`src/rtl/item_ram_pkg.sv`:
```
// Shared definitions for the item RAM arbiter: FSM states, item record layout, requester ids.
// S_HOLD only exists when ARB_LOCK_EN is defined.
package item_ram_pkg;

    localparam int REQ_P0   = 0;
    localparam int REQ_P1   = 1;
    localparam int REQ_DRAW = 2;

    // Item record field positions inside the 32-bit RAM word
    localparam int ITEM_X_MSB       = 31;
    localparam int ITEM_X_LSB       = 23;
    localparam int ITEM_Y_MSB       = 18;
    localparam int ITEM_Y_LSB       = 11;
    localparam int ITEM_TYPE_MSB    = 3;
    localparam int ITEM_TYPE_LSB    = 2;
    localparam int ITEM_VISIBLE_BIT = 1;
    localparam int ITEM_MOVING_BIT  = 0;

    typedef enum logic [2:0] {
        S_IDLE  = 3'd0,
        S_READ  = 3'd1,
        S_WRITE = 3'd2,
        S_DONE  = 3'd3,
        S_GAP   = 3'd4
`ifdef ARB_LOCK_EN
        , S_HOLD = 3'd5
`endif
    } arb_state_t;

endpackage

```
`src/rtl/rr_pick.sv`:
```
// Combinational round-robin selector: first active requester at or after the pointer, wrapping.
module rr_pick #(
    parameter int NUM_REQ = 3,
    parameter int IDX_W   = 2
) (
    input  logic [NUM_REQ-1:0] active,
    input  logic [IDX_W-1:0]   pointer,
    output logic [IDX_W-1:0]   winner,
    output logic               valid
);

    always_comb begin
        winner = '0;
        valid  = 1'b0;
        for (int k = 0; k < NUM_REQ; k++) begin
            logic [IDX_W-1:0] idx;
            idx = IDX_W'((int'(pointer) + k) % NUM_REQ);
            if (!valid && active[idx]) begin
                valid  = 1'b1;
                winner = idx;
            end
        end
    end

endmodule

```
`src/rtl/item_ram_arbiter.sv`:
```
// Round-robin arbiter sharing the item RAM between both rope controllers and the renderer.
// Define ARB_LOCK_EN to let an owner keep the grant across a read-modify-write.
module item_ram_arbiter
    import item_ram_pkg::*;
#(
    parameter int NUM_REQ = 3,
    parameter int ADDR_W  = 4,
    parameter int DATA_W  = 32,
    parameter int RD_LAT  = 1
) (
    input  logic                      clock,
    input  logic                      reset,
    input  logic [NUM_REQ-1:0]        req_read,
    input  logic [NUM_REQ-1:0]        req_write,
    input  logic [NUM_REQ*ADDR_W-1:0] req_addr,
    input  logic [NUM_REQ*DATA_W-1:0] req_wdata,
    input  logic [NUM_REQ-1:0]        req_lock,
    output logic [DATA_W-1:0]         rd_data,
    output logic [NUM_REQ-1:0]        read_done,
    output logic [NUM_REQ-1:0]        write_done,
    output logic [ADDR_W-1:0]         ram_addr,
    output logic [DATA_W-1:0]         ram_wdata,
    output logic                      ram_wren,
    input  logic [DATA_W-1:0]         ram_rdata,
    output logic                      busy,
    output logic [1:0]                grant_id
);

    localparam logic [1:0] LAT_LAST = 2'(RD_LAT - 1);
    localparam logic [1:0] LAST_ID  = 2'(NUM_REQ - 1);

    arb_state_t           state, state_next;
    logic [1:0]           pointer;
    logic [1:0]           lat_cnt;
    logic                 is_write;
    logic [NUM_REQ-1:0]   active;
    logic [1:0]           pick_winner;
    logic                 pick_valid;
    logic                 take_grant;
    logic                 take_hold;
    logic [1:0]           sel_id;
    logic [NUM_REQ-1:0]   done_vec;

    assign active = req_read | req_write;

    rr_pick #(.NUM_REQ(NUM_REQ), .IDX_W(2)) u_pick (
        .active (active),
        .pointer(pointer),
        .winner (pick_winner),
        .valid  (pick_valid)
    );

`ifndef ARB_LOCK_EN
    logic unused_lock;
    assign unused_lock = ^req_lock;
`endif

    always_comb begin
        state_next = state;
        take_grant = 1'b0;
        take_hold  = 1'b0;
        case (state)
            S_IDLE: begin
                if (pick_valid) begin
                    take_grant = 1'b1;
                    state_next = req_write[pick_winner] ? S_WRITE : S_READ;
                end
            end
            S_WRITE: state_next = S_DONE;
            S_READ: begin
                if (lat_cnt == LAT_LAST) state_next = S_DONE;
            end
`ifdef ARB_LOCK_EN
            S_DONE: state_next = req_lock[grant_id] ? S_HOLD : S_GAP;
            // Only the lock owner is served here; the pointer stays put
            S_HOLD: begin
                if (active[grant_id]) begin
                    take_hold  = 1'b1;
                    state_next = req_write[grant_id] ? S_WRITE : S_READ;
                end else if (!req_lock[grant_id]) begin
                    state_next = S_GAP;
                end
            end
`else
            S_DONE: state_next = S_GAP;
`endif
            S_GAP:   state_next = S_IDLE;
            default: state_next = S_IDLE;
        endcase
    end

    always_comb begin
        sel_id     = take_hold ? grant_id : pick_winner;
        done_vec   = NUM_REQ'(1) << grant_id;
        read_done  = '0;
        write_done = '0;
        if (state == S_DONE) begin
            if (is_write) write_done = done_vec;
            else          read_done  = done_vec;
        end
        ram_wren = (state == S_WRITE);
        busy     = (state != S_IDLE);
    end

    always_ff @(posedge clock) begin
        if (reset) begin
            state     <= S_IDLE;
            pointer   <= '0;
            lat_cnt   <= '0;
            is_write  <= 1'b0;
            grant_id  <= '0;
            ram_addr  <= '0;
            ram_wdata <= '0;
            rd_data   <= '0;
        end else begin
            state <= state_next;
            if (take_grant) begin
                grant_id <= pick_winner;
                pointer  <= (pick_winner == LAST_ID) ? 2'd0 : pick_winner + 2'd1;
            end
            if (take_grant || take_hold) begin
                ram_addr  <= req_addr[sel_id*ADDR_W +: ADDR_W];
                ram_wdata <= req_wdata[sel_id*DATA_W +: DATA_W];
                is_write  <= req_write[sel_id];
                lat_cnt   <= '0;
            end else if (state == S_READ) begin
                lat_cnt <= lat_cnt + 2'd1;
            end
            // ram_addr has been stable for RD_LAT cycles by the last read cycle
            if (state == S_READ && lat_cnt == LAT_LAST) rd_data <= ram_rdata;
        end
    end

endmodule

```
`config.mk`:
```
export PLATFORM = sky130hd
export DESIGN_NAME = item_ram_arbiter
export DESIGN_NICKNAME = d
export VERILOG_FILES = /design/src/rtl/item_ram_pkg.sv /design/src/rtl/rr_pick.sv /design/src/rtl/item_ram_arbiter.sv
export SDC_FILE = /design/constraint.sdc
export NUM_CORES = 1
export LEC_CHECK = 0
export BUFFER_PORTS_ARGS = -buffer_cell sky130_fd_sc_hd__buf_4
export CAP_MARGIN = 20
export CORE_MARGIN = 10
export CORE_UTILIZATION = 43
export CTS_BUF_LIST = sky130_fd_sc_hd__clkbuf_16
export DETAILED_ROUTE_END_ITERATION = 7
export GPL_ROUTABILITY_DRIVEN = 0
export GPL_TIMING_DRIVEN = 1
export PLACE_DENSITY = 0.79
export SLEW_MARGIN = 25
export SYNTH_ARGS = -nofsm -noshare
export SYNTH_HDL_FRONTEND = slang
export SYNTH_SLANG_ARGS = --single-unit
```
`constraint.sdc`:
```
create_clock -name clock -period 3.1 [get_ports clock]
set_input_delay 0.31 -clock clock [delete_from_list [all_inputs] [get_ports clock]]
set_output_delay 0.31 -clock clock [all_outputs]
set_load 0.02 [all_outputs]
```
==> qor.yml <==
yosys:
  synth_top_cell_by_area: "dfxtp_1"
  syn_avg_cell_area_sq_um: 8.93
  synth_edf_count: 0
  netlist_instances: 433
  yosysSeqAreaShare_pct: 40.4
  synth_most_common_cell: "dfxtp_1"
  yosysWarnings: 0
  synth_common_cells: "dfxtp_1, mux2i_1, nand2_1, a21oi_1"
  ys_ff_latch: 78
  synthDominantCellAreaShare_pct: 40.4
  yosys_most_used_dff: "dfxtp_1"
  synth.net_count: 588
  async_flop_share_pct: 0
  syn-cell-area_sq_um: 3870
  synth_cell_types: 45
  synth_area_leaders: "dfxtp_1, mux2i_1, nand2_1"
hold_path:
  min_path_type: "input pin to register"
cells_and_area:
  area_delta_synth_final_pct: 53.3
  fillers: 728
  final_core_util_pct: 68.0
  drive_above_1_share_pct: 39.6
  diodes: 0
  fin_cells: 759
  final_nets: 801
die:
  die_width_um: 115
  die_height_um: 115
  initial_core_util_pct: 44.3
  io-pin-count: 229
  core.rowCount: 34
  die-area_sq_um: 13200
  core_region_area_sq_um: 8720
timing:
  rsz0062_at_grt: "no"
  hold_violations: 0
  period_needed_ps: 2710
  fin_setup_tns_ps: 0
  drv_slew: 0
  setup_slack_ps: 391
  setup_viol: 0
  max_slew_margin_pct: 59.5
  fin_crit_sh_pct: 87.4
  worst_slew_pin_slew_ps: 607
  timing.fmax_ghz: 0.369
  finalClockSkew_ps: 6.23
global_routing:
  grt_pass1_vias: 4074
  grt_max_degree: 59
  grt_pass1_wl_mm: 20.8
  grt_overflow: 0
  antenna_found_initial: 0
  grt_util_all_layers_pct: 19.3
placement:
  port-buffer-count: 225
  pre_cts_slack_ps: 175
  dp_cells: 743
  hpwlAfterDp_mm: 10.9
route:
  avgViaCountPerCell: 5.10
  post-route-drc-count: 0
  first_pass_iters: 4
  ant_nets: 0
  drt_iter0_markers: 258
  num_vias: 3872
  wl_per_cell_um: 17.8
  drt-total-wl_mm: 13.5
clock_network:
  clkSlewWorstSetupHoldPaths_ps: 60
  cts_tree: "built"
  clkLatencyLatePin_ps: 320
  clockRootBuffer: "clkbuf_16"
  clockBufferDepth: 2
  cts_setup_buffers: 0
  cts.sinks: 78
  numCtsBuffers: 9
  hold_buffers: 0
  htreeDepth: 3
  cts_resized: 0
worst_setup_path:
  path_class: "register to register"
  worstPathArrival_ps: 2900
  critPathMaxStageDelay_ps: 530
  start_kind: "register"
  cp.required_ps: 3290
  path_max_fanout: 37
  crit_chain: "inv_1 > ha_1 > nor3_2 > a211oi_2 > nor4_4 > a31oi_4 > buf_4 > mux2i_1 > o22ai_1"
  cp-end-kind: "register"
  cp_slowest_cell: "buf_4"
pwr:
  vdd_drop_max_v: 0.000475
  p_total_uw: 6260
  p_per_area_nw_per_um2: 1060
  total_leakage_power_uw: 0.00286
run:
  cap_violations: 0
outcome:
  status: "finished, final reports clean"
## state kept, by name (all words and copies together) (netlist names)
name       count
grant_id       2
is_write       1
lat_cnt        2
pointer        2
ram_addr       4
ram_wdata     32
rd_data       32
state          3
## per-layer routing
layer  wire length [um]  part of all wire, %  GRT usage, %
met5                  0                    0             0
met2               6530                   48          32.7
met1               5170                   38          21.1
met4                172                  1.3          5.12
met3               1660                   12          9.43
## layout make-up
class / count / area (sq um) / area share [%]
Clock buffer: 9 / 225 / 3.80
Clock inverter: 7 / 66.3 / 1.12
Inverter: 7 / 26.3 / 0.443
Multi-Input combinational cell: 316 / 2130 / 36.0
Sequential cell: 78 / 1560 / 26.3
Tap cell: 108 / 135 / 2.28
Timing Repair Buffer: 234 / 1780 / 30.1
## worst max-delay path: cells and delay by family (launching register included)
kind                       cells  cell delay [ps]
buffers and inverters          2              610
muxes                          1              330
DFF                            1              320
and+or+nand+nor                2              250
adders and majority gates      1              350
AOI/OAI and AO/OA              3              700
## cell usage in the layout, fill, tap and decap left out, types with 3 or more instances in the layout
cell type / Yosys / layout
buf_4: 10 / 232
dfxtp_1: 78 / 78
mux2i_1: 70 / 70
nand2_1: 69 / 69
a21oi_1: 38 / 37
and2_1: 34 / 34
o22ai_1: 34 / 34
nor2_1: 12 / 12
clkbuf_16: 0 / 9
inv_1: 6 / 7
nor3_1: 5 / 5
o21ai_0: 5 / 5
nand3_1: 4 / 4
ha_1: 4 / 4
nor2b_1: 3 / 3
nor4b_1: 3 / 3
a211oi_1: 3 / 3
## kinds of logic (layout without fill, tap and decap cells)
kind of cell               after synthesis  after routing  share of synthesized area [%]
and+or+nand+nor                        148            148                           19.6
AOI/OAI and AO/OA                       92             92                           14.6
DFF                                     78             78                           40.4
muxes                                   71             71                           18.5
buffers and inverters                   39            257                           5.40
adders and majority gates                4              4                           1.29
xor gates and xnor gates                 1              1                          0.227
## stage by stage
step | hold slack, ps | instance area, sq um
5_1_grt | 236 | 5930
6_report | 236 | 5930
3_3_place_gp | 443 | 5630
4_1_cts | 227 | 5920
2_1_floorplan | 446 | 3870
3_5_place_dp | 448 | 5630
## worst paths after layout
| path | cells past startpoint | startpoint | slack [ps] | endpoint |
|---|---|---|---|---|
| max | 9 | pointer[0]$_SDFFE_PP0P_ | 390 | ram_addr[2]$_SDFFE_PP0P_ |
| min | 3 | ram_rdata[18] | 240 | rd_data[18]$_SDFFE_PP0P_ |
| max reg2reg | 9 | pointer[0]$_SDFFE_PP0P_ | 390 | ram_addr[2]$_SDFFE_PP0P_ |
| min reg2reg | 2 | rd_data[31]$_SDFFE_PP0P_ | 450 | rd_data[31]$_SDFFE_PP0P_ |
## where the power goes
group	total [uW]	internal (uW)	leakage [uW]	switching [uW]
registers	1650	1400	0.000640	243
clock network	1020	617	0.000140	399
logic	3600	1580	0.00208	2020
Note: power is estimated with default switching activity, not from simulation.
